--- config.mk ---
export PLATFORM = sky130hd
export DESIGN_NAME = fifo_wr_ctrl
export DESIGN_NICKNAME = d
export VERILOG_FILES = /design/src/rtl/fifo_pkg.sv /design/src/rtl/fifo_gray2bin.sv /design/src/rtl/fifo_wr_ctrl.sv
export SDC_FILE = /design/constraint.sdc
export NUM_CORES = 1
export LEC_CHECK = 0
export CORE_MARGIN = 3
export CORE_UTILIZATION = 43
export CTS_CLUSTER_DIAMETER = 50
export DETAILED_ROUTE_END_ITERATION = 10
export PLACE_DENSITY_LB_ADDON = 0.12
export SLEW_MARGIN = 20
export SYNTH_ARGS = -nofsm -noshare
export SYNTH_HDL_FRONTEND = slang
export SYNTH_HIERARCHICAL = 1
export SYNTH_SLANG_ARGS = --single-unit
--- constraint.sdc ---
create_clock -name CLK -period 2.9 [get_ports CLK]
set_clock_uncertainty 0.05 [all_clocks]
set_input_delay 0.725 -clock CLK [delete_from_list [all_inputs] [get_ports CLK]]
set_output_delay 0.725 -clock CLK [all_outputs]
set_load 0.02 [all_outputs]
--- src/rtl/fifo_pkg.sv ---
// fifo_pkg: shared helpers for the asynchronous FIFO pointer controllers.
// Gray/binary conversions work on a fixed maximum width; callers zero-extend
// narrower pointers and truncate the result, which leaves the value unchanged
// because zero upper bits do not disturb either conversion.
package fifo_pkg;

    localparam int PTR_W_MAX = 32;

    // Pointer width including the wrap bit for a given power-of-two depth
    function automatic int ptr_size(input int depth);
        return $clog2(depth) + 1;
    endfunction

    function automatic logic [PTR_W_MAX-1:0] bin2gray(input logic [PTR_W_MAX-1:0] bin);
        return bin ^ (bin >> 1);
    endfunction

    function automatic logic [PTR_W_MAX-1:0] gray2bin(input logic [PTR_W_MAX-1:0] gray);
        logic [PTR_W_MAX-1:0] bin;
        logic                 acc;
        bin = '0;
        acc = 1'b0;
        for (int i = PTR_W_MAX - 1; i >= 0; i--) begin
            acc    = acc ^ gray[i];
            bin[i] = acc;
        end
        return bin;
    endfunction

endpackage

--- src/rtl/fifo_gray2bin.sv ---
// fifo_gray2bin: combinational Gray-to-binary conversion (XOR prefix from the MSB).
// Shared by the write- and read-side pointer controllers.
module fifo_gray2bin #(
    parameter int W = 4
) (
    input  logic [W-1:0] gray,
    output logic [W-1:0] bin
);

    // Each binary bit is the XOR of all Gray bits at or above its position
    always_comb begin
        bin = '0;
        bin[W-1] = gray[W-1];
        for (int i = W - 2; i >= 0; i--) begin
            bin[i] = bin[i+1] ^ gray[i];
        end
    end

endmodule

--- src/rtl/fifo_wr_ctrl.sv ---
// fifo_wr_ctrl: write-side pointer controller of the asynchronous FIFO.
// Drives memory write enable/address, publishes a registered Gray write
// pointer, and derives FULL / FILL_LEVEL from the synchronized Gray read
// pointer. Optional almost-full flag: define FIFO_WR_ALMOST_FULL_EN.
module fifo_wr_ctrl
    import fifo_pkg::*;
#(
    parameter int MEM_DEPTH = 8,
    parameter int PTR_SIZE  = ptr_size(MEM_DEPTH),
    parameter int AF_LEVEL  = MEM_DEPTH - 2
) (
    input  logic                CLK,
    input  logic                RST,
    input  logic                W_INC,
    input  logic [PTR_SIZE-1:0] R_PTR_SYNC,
    output logic                W_EN,
    output logic [PTR_SIZE-2:0] W_ADDR,
    output logic [PTR_SIZE-1:0] W_PTR_GRAY,
    output logic                FULL,
    output logic [PTR_SIZE-1:0] FILL_LEVEL,
    output logic                ALMOST_FULL
);

    // Reject configurations the pointer arithmetic cannot support
    if (MEM_DEPTH < 4 || (MEM_DEPTH & (MEM_DEPTH - 1)) != 0 || AF_LEVEL > MEM_DEPTH) begin : g_bad_cfg
        $error("fifo_wr_ctrl: MEM_DEPTH must be a power of two >= 4 and AF_LEVEL <= MEM_DEPTH");
    end

    logic [PTR_SIZE-1:0] wbin;
    logic [PTR_SIZE-1:0] wbin_next;
    logic [PTR_SIZE-1:0] gray_next;
    logic [PTR_SIZE-1:0] rbin;
    logic [PTR_SIZE-1:0] level_next;
    logic                full_next;

    fifo_gray2bin #(
        .W(PTR_SIZE)
    ) u_rptr_g2b (
        .gray(R_PTR_SYNC),
        .bin (rbin)
    );

    assign W_EN   = W_INC & ~FULL;
    assign W_ADDR = wbin[PTR_SIZE-2:0];

    // Next pointer, its Gray form, and the flags derived against the read pointer
    always_comb begin
        wbin_next  = wbin + {{(PTR_SIZE-1){1'b0}}, W_EN};
        gray_next  = PTR_SIZE'(bin2gray(PTR_W_MAX'(wbin_next)));
        // Full: write pointer one lap ahead of read pointer (top two Gray bits inverted)
        full_next  = (gray_next == {~R_PTR_SYNC[PTR_SIZE-1:PTR_SIZE-2], R_PTR_SYNC[PTR_SIZE-3:0]});
        level_next = wbin_next - rbin;
    end

    // Pointer and status registers; reset overrides any same-cycle write
    always_ff @(posedge CLK) begin
        if (RST) begin
            wbin       <= '0;
            W_PTR_GRAY <= '0;
            FULL       <= 1'b0;
            FILL_LEVEL <= '0;
        end else begin
            wbin       <= wbin_next;
            W_PTR_GRAY <= gray_next;
            FULL       <= full_next;
            FILL_LEVEL <= level_next;
        end
    end

`ifdef FIFO_WR_ALMOST_FULL_EN
    // Almost-full registered with the same timing as FULL
    always_ff @(posedge CLK) begin
        if (RST) begin
            ALMOST_FULL <= 1'b0;
        end else begin
            ALMOST_FULL <= (level_next >= PTR_SIZE'(AF_LEVEL));
        end
    end
`else
    assign ALMOST_FULL = 1'b0;
`endif

endmodule
# After elaboration in Yosys (flattened, before gate mapping)
# Cells that the tools add are included.
# totals
output_inout_bits,14
inputBits,7
register_bits,13
wordCells,14
# op_classes
bitwise_logic,7
eq_ne,1
n_addsub,2
# op_table
op,count
adder 4 x 1 -> 4 bit,1
== test 4 bit,1
subtractor 4 bit,1
XOR 4 x 3 -> 4 bit,1
XOR 1 bit,3
inverter 2 bit,1
AND 1 bit,1
inverter 1 bit,1

# Longest topological paths before layout
# logic_depth
ltp_word,5
ltp_mapped,9
ltp_nobuf,9

# By module
# The synthesis kept the hierarchy.
# modules_own_cells
mod,n_inst,cells_per_inst,seq_area_each_um2,area_each_um2
fifo_wr_ctrl,1,60,240.2,589.3
fifo_gray2bin,1,5,0.0,50.0

# Worst setup path before layout
# Ideal clock, no wire load.
# synth_timing
path_kind,input-to-reg
start,input W_INC
end,register FILL_LEVEL[3]
arrival_ps,2496
setup_ps,71
path_buffers,1
path_stages,8
slack_ps,283
cell_sequence,nor2b_1 > ha_1 > ha_1 > clkbuf_1 > a21boi_0 > a2bb2oi_1 > or3b_1 > a21oi_1
# synth_between
elab_chain_cells,3
# synth_rtl
element,line,text
from (decl),fifo_wr_ctrl.sv:14,"input logic W_INC,"
AND 1 bit,fifo_wr_ctrl.sv:43,assign W_EN = W_INC & ~FULL;
adder 4 x 1 -> 4 bit,fifo_wr_ctrl.sv:48,"wbin_next = wbin + {{(PTR_SIZE-1){1'b0}}, W_EN};"
named net wbin_next[1],fifo_wr_ctrl.sv:30,logic [PTR_SIZE-1:0] wbin_next;
subtractor 4 bit,fifo_wr_ctrl.sv:52,level_next = wbin_next - rbin;
to (signal assigned),fifo_wr_ctrl.sv:66,FILL_LEVEL <= level_next;
to (decl),fifo_wr_ctrl.sv:20,"output logic [PTR_SIZE-1:0] FILL_LEVEL,"
# The timed path passes the listed nets, and every way through them passes these cells.
# A chain may end at the register's enable or synchronous reset.

# Worst setup path in the final report
# layout_timing
start,input W_INC
end,output W_EN
# layout_between
elab_chain_cells,1
# layout_rtl
element,line,text
AND 1 bit,fifo_wr_ctrl.sv:43,
to (decl),fifo_wr_ctrl.sv:16,"output logic W_EN,"
# Every way passes these cells.

==> results.json <==
{
  "syn-num-nets": 76,
  "grt_pass1_vias": 430,
  "min_period_ns": 2.76,
  "syn_area_sq_um": 639,
  "cts_max_path_buffers": 2,
  "antenna_cells": 0,
  "cp_max_fo": 2,
  "cts_hold_buf": 0,
  "cts_htree_levels": 1,
  "antenna_left": 0,
  "path_clk_slew_ns": 0.08,
  "cp_slowest_cell": "clkdlybuf4s50_1",
  "fin_tns_setup_ns": 0,
  "hpwl_um": 903,
  "cap_violations": 0,
  "start_util_pct": 47.4,
  "syn2layout_area_growth_pct": 37.2,
  "clk_root_buffer_cell": "clkbuf_4",
  "antenna_found_initial": 0,
  "via_per_inst": 4.67,
  "num_rows": 13,
  "hp-class": "reg -> reg",
  "syn-instance-count": 65,
  "layout_common_cells": "clkdlybuf4s50_1 (19), dfxtp_1 (12), nor2_1 (11), xnor2_1 (10), xor2_1 (5)",
  "globalRouteTotalUtil_pct": 13.2,
  "final_common_cell": "clkdlybuf4s50_1",
  "grt_pass1_wl_mm": 1.86,
  "gp_congestion": 0.695,
  "critPathLaunchType": "primary input",
  "final_layout_size_suffix_gt1_share_pct": 9.30,
  "fmax_mhz": 363,
  "grt_max_degree": 13,
  "rsz0062_at_grt": "false",
  "place_inst": 97,
  "cts_tree": "built",
  "ir_worst_vdd_v": 0.000375,
  "finalCritPeriodShare_pct": 95.1,
  "path_common_cell": "clkdlybuf4s50_1",
  "layout_setup_ws_ns": 0.142,
  "nNetsFinal": 98,
  "io-pin-count": 21,
  "wirelength_mm": 1.17,
  "preCtsSetupSlack_ns": 0.0442,
  "cp_num_buf_inv": 2,
  "cp_top_family": "buffers and inverters",
  "slew_viol_final": 0,
  "async_flop_share_pct": 0,
  "post_cts_buffers": 0,
  "synth_edf_count": 0,
  "core_area_sq_mm": 0.00135,
  "io_buffer_count": 19,
  "clock_latency_ns": 0.28,
  "end_kind": "primary output",
  "critical_path.cell_chain": "clkdlybuf4s50_1 > nor2b_1 > clkdlybuf4s50_1",
  "yosysSeqAreaShare_pct": 37.6,
  "max_stage_delay_ns": 0.62,
  "drt_first_pass_iters": 3,
  "hold_viol": 0,
  "clock-sinks": 12,
  "final_cells": 101,
  "p_leak_nw": 0.371,
  "die_w_um": 44.6,
  "gr-total-overflow": 0,
  "syn_avg_cell_area_sq_um": 9.84,
  "yosysWarnings": 6,
  "arrival_ns": 1.98,
  "synthFlopType": "dfxtp_1",
  "dieArea_sq_mm": 0.00199,
  "cts_buffers": 3,
  "crit_required_ns": 2.12,
  "die_h_um": 44.6,
  "ys_ff_latch": 12,
  "worstSetupPathType": "in -> out",
  "status": "finished, final reports clean",
  "setup_violations": 0,
  "drc_errors": 0,
  "wl_per_cell_um": 11.5,
  "synth_cell_type_count": 20,
  "powerDensity_mw_per_mm2": 600,
  "cts.repair.resized": 0,
  "vias": 472,
  "first_iter_violations": 2
}
[logic make-up (layout without fill, tap and decap cells)]
kind of cell / count (synthesis) / after routing / share of synthesized area (%)
buffers and inverters: 7 / 28 / 5.28
flip-flops: 12 / 12 / 37.6
adder cells (fa/ha/maj): 4 / 4 / 7.83
AO/OA/AOI/OAI: 6 / 6 / 6.46
XOR/XNOR: 18 / 18 / 29.4
AND/OR/NAND/NOR: 17 / 17 / 12.9
other: 1 / 1 / 0.587
[tightest hold or removal path: stages, from the launching register on]
cell and delay [ns]:
dfxtp_1 0.41, xor2_1 0.12, nor2_1 0.08
[stage by stage]
step / total power, W / instance area [sq um] / hold WS (ns) / utilization, %
6_report: 0.000526 / 877 / 0.603 / 65.0
5_1_grt: 0.000561 / 877 / 0.635 / 65.0
4_1_cts: 0.000536 / 877 / 0.614 / 65.0
3_5_place_dp: 0.000397 / 841 / 0.594 / 62.3
3_3_place_gp: 0.000395 / 841 / 0.560 / 62.3
2_1_floorplan: 0.000324 / 639 / 0.647 / -
[metal layers]
metal,track usage (%),part of all wire (%),vias to the layer above
li1,-,-,245
met1,14.9,46,213
met2,20.3,48,12
met3,6.10,5.2,2
met4,7.23,0.77,0
met5,0,0,-
[worst paths after layout]
check                                      to           from  slack, ns  depth (start not counted)
worst max-delay path                     W_EN          W_INC       0.14                          3
worst min-delay path            W_PTR_GRAY[3]  W_PTR_GRAY[3]       0.60                          2
worst max register to register  FILL_LEVEL[3]           FULL       0.94                          7
worst min register to register  W_PTR_GRAY[3]  W_PTR_GRAY[3]       0.60                          2
[power breakdown]
part / total [W] / switching [W] / internal, W
registers: 0.000195 / 0.00000734 / 0.000188
logic: 0.000195 / 0.0000948 / 0.000101
clock network: 0.000136 / 0.0000594 / 0.0000764
[flip-flops by register name (all words and copies together), names as in the netlist]
register and cells:
FILL_LEVEL 4, W_PTR_GRAY 4, wbin 3, FULL 1
[Yosys cell counts, types with 2 or more instances]
library cell  count  share of area, %
a21oi_1           2               1.6
xor2_1            5               6.8
ha_1              4               7.8
nor2_1           11               6.5
nor2b_1           3               2.9
dfxtp_1          12                38
a21boi_0          2               2.3
buf_4             2               2.3
xnor2_1          10                14
clkbuf_1          2               1.2
inv_1             3               1.8
[final cells by class]
cell class                      count  area (sq um)
Inverter                            3          11.3
Sequential cell                    12           240
Multi-Input combinational cell     46           365
Fill cell                         120           473
Clock buffer                        4          36.3
Tap cell                           15          18.8
Timing Repair Buffer               21           205
No activity file was read; power rests on OpenSTA's default activity.
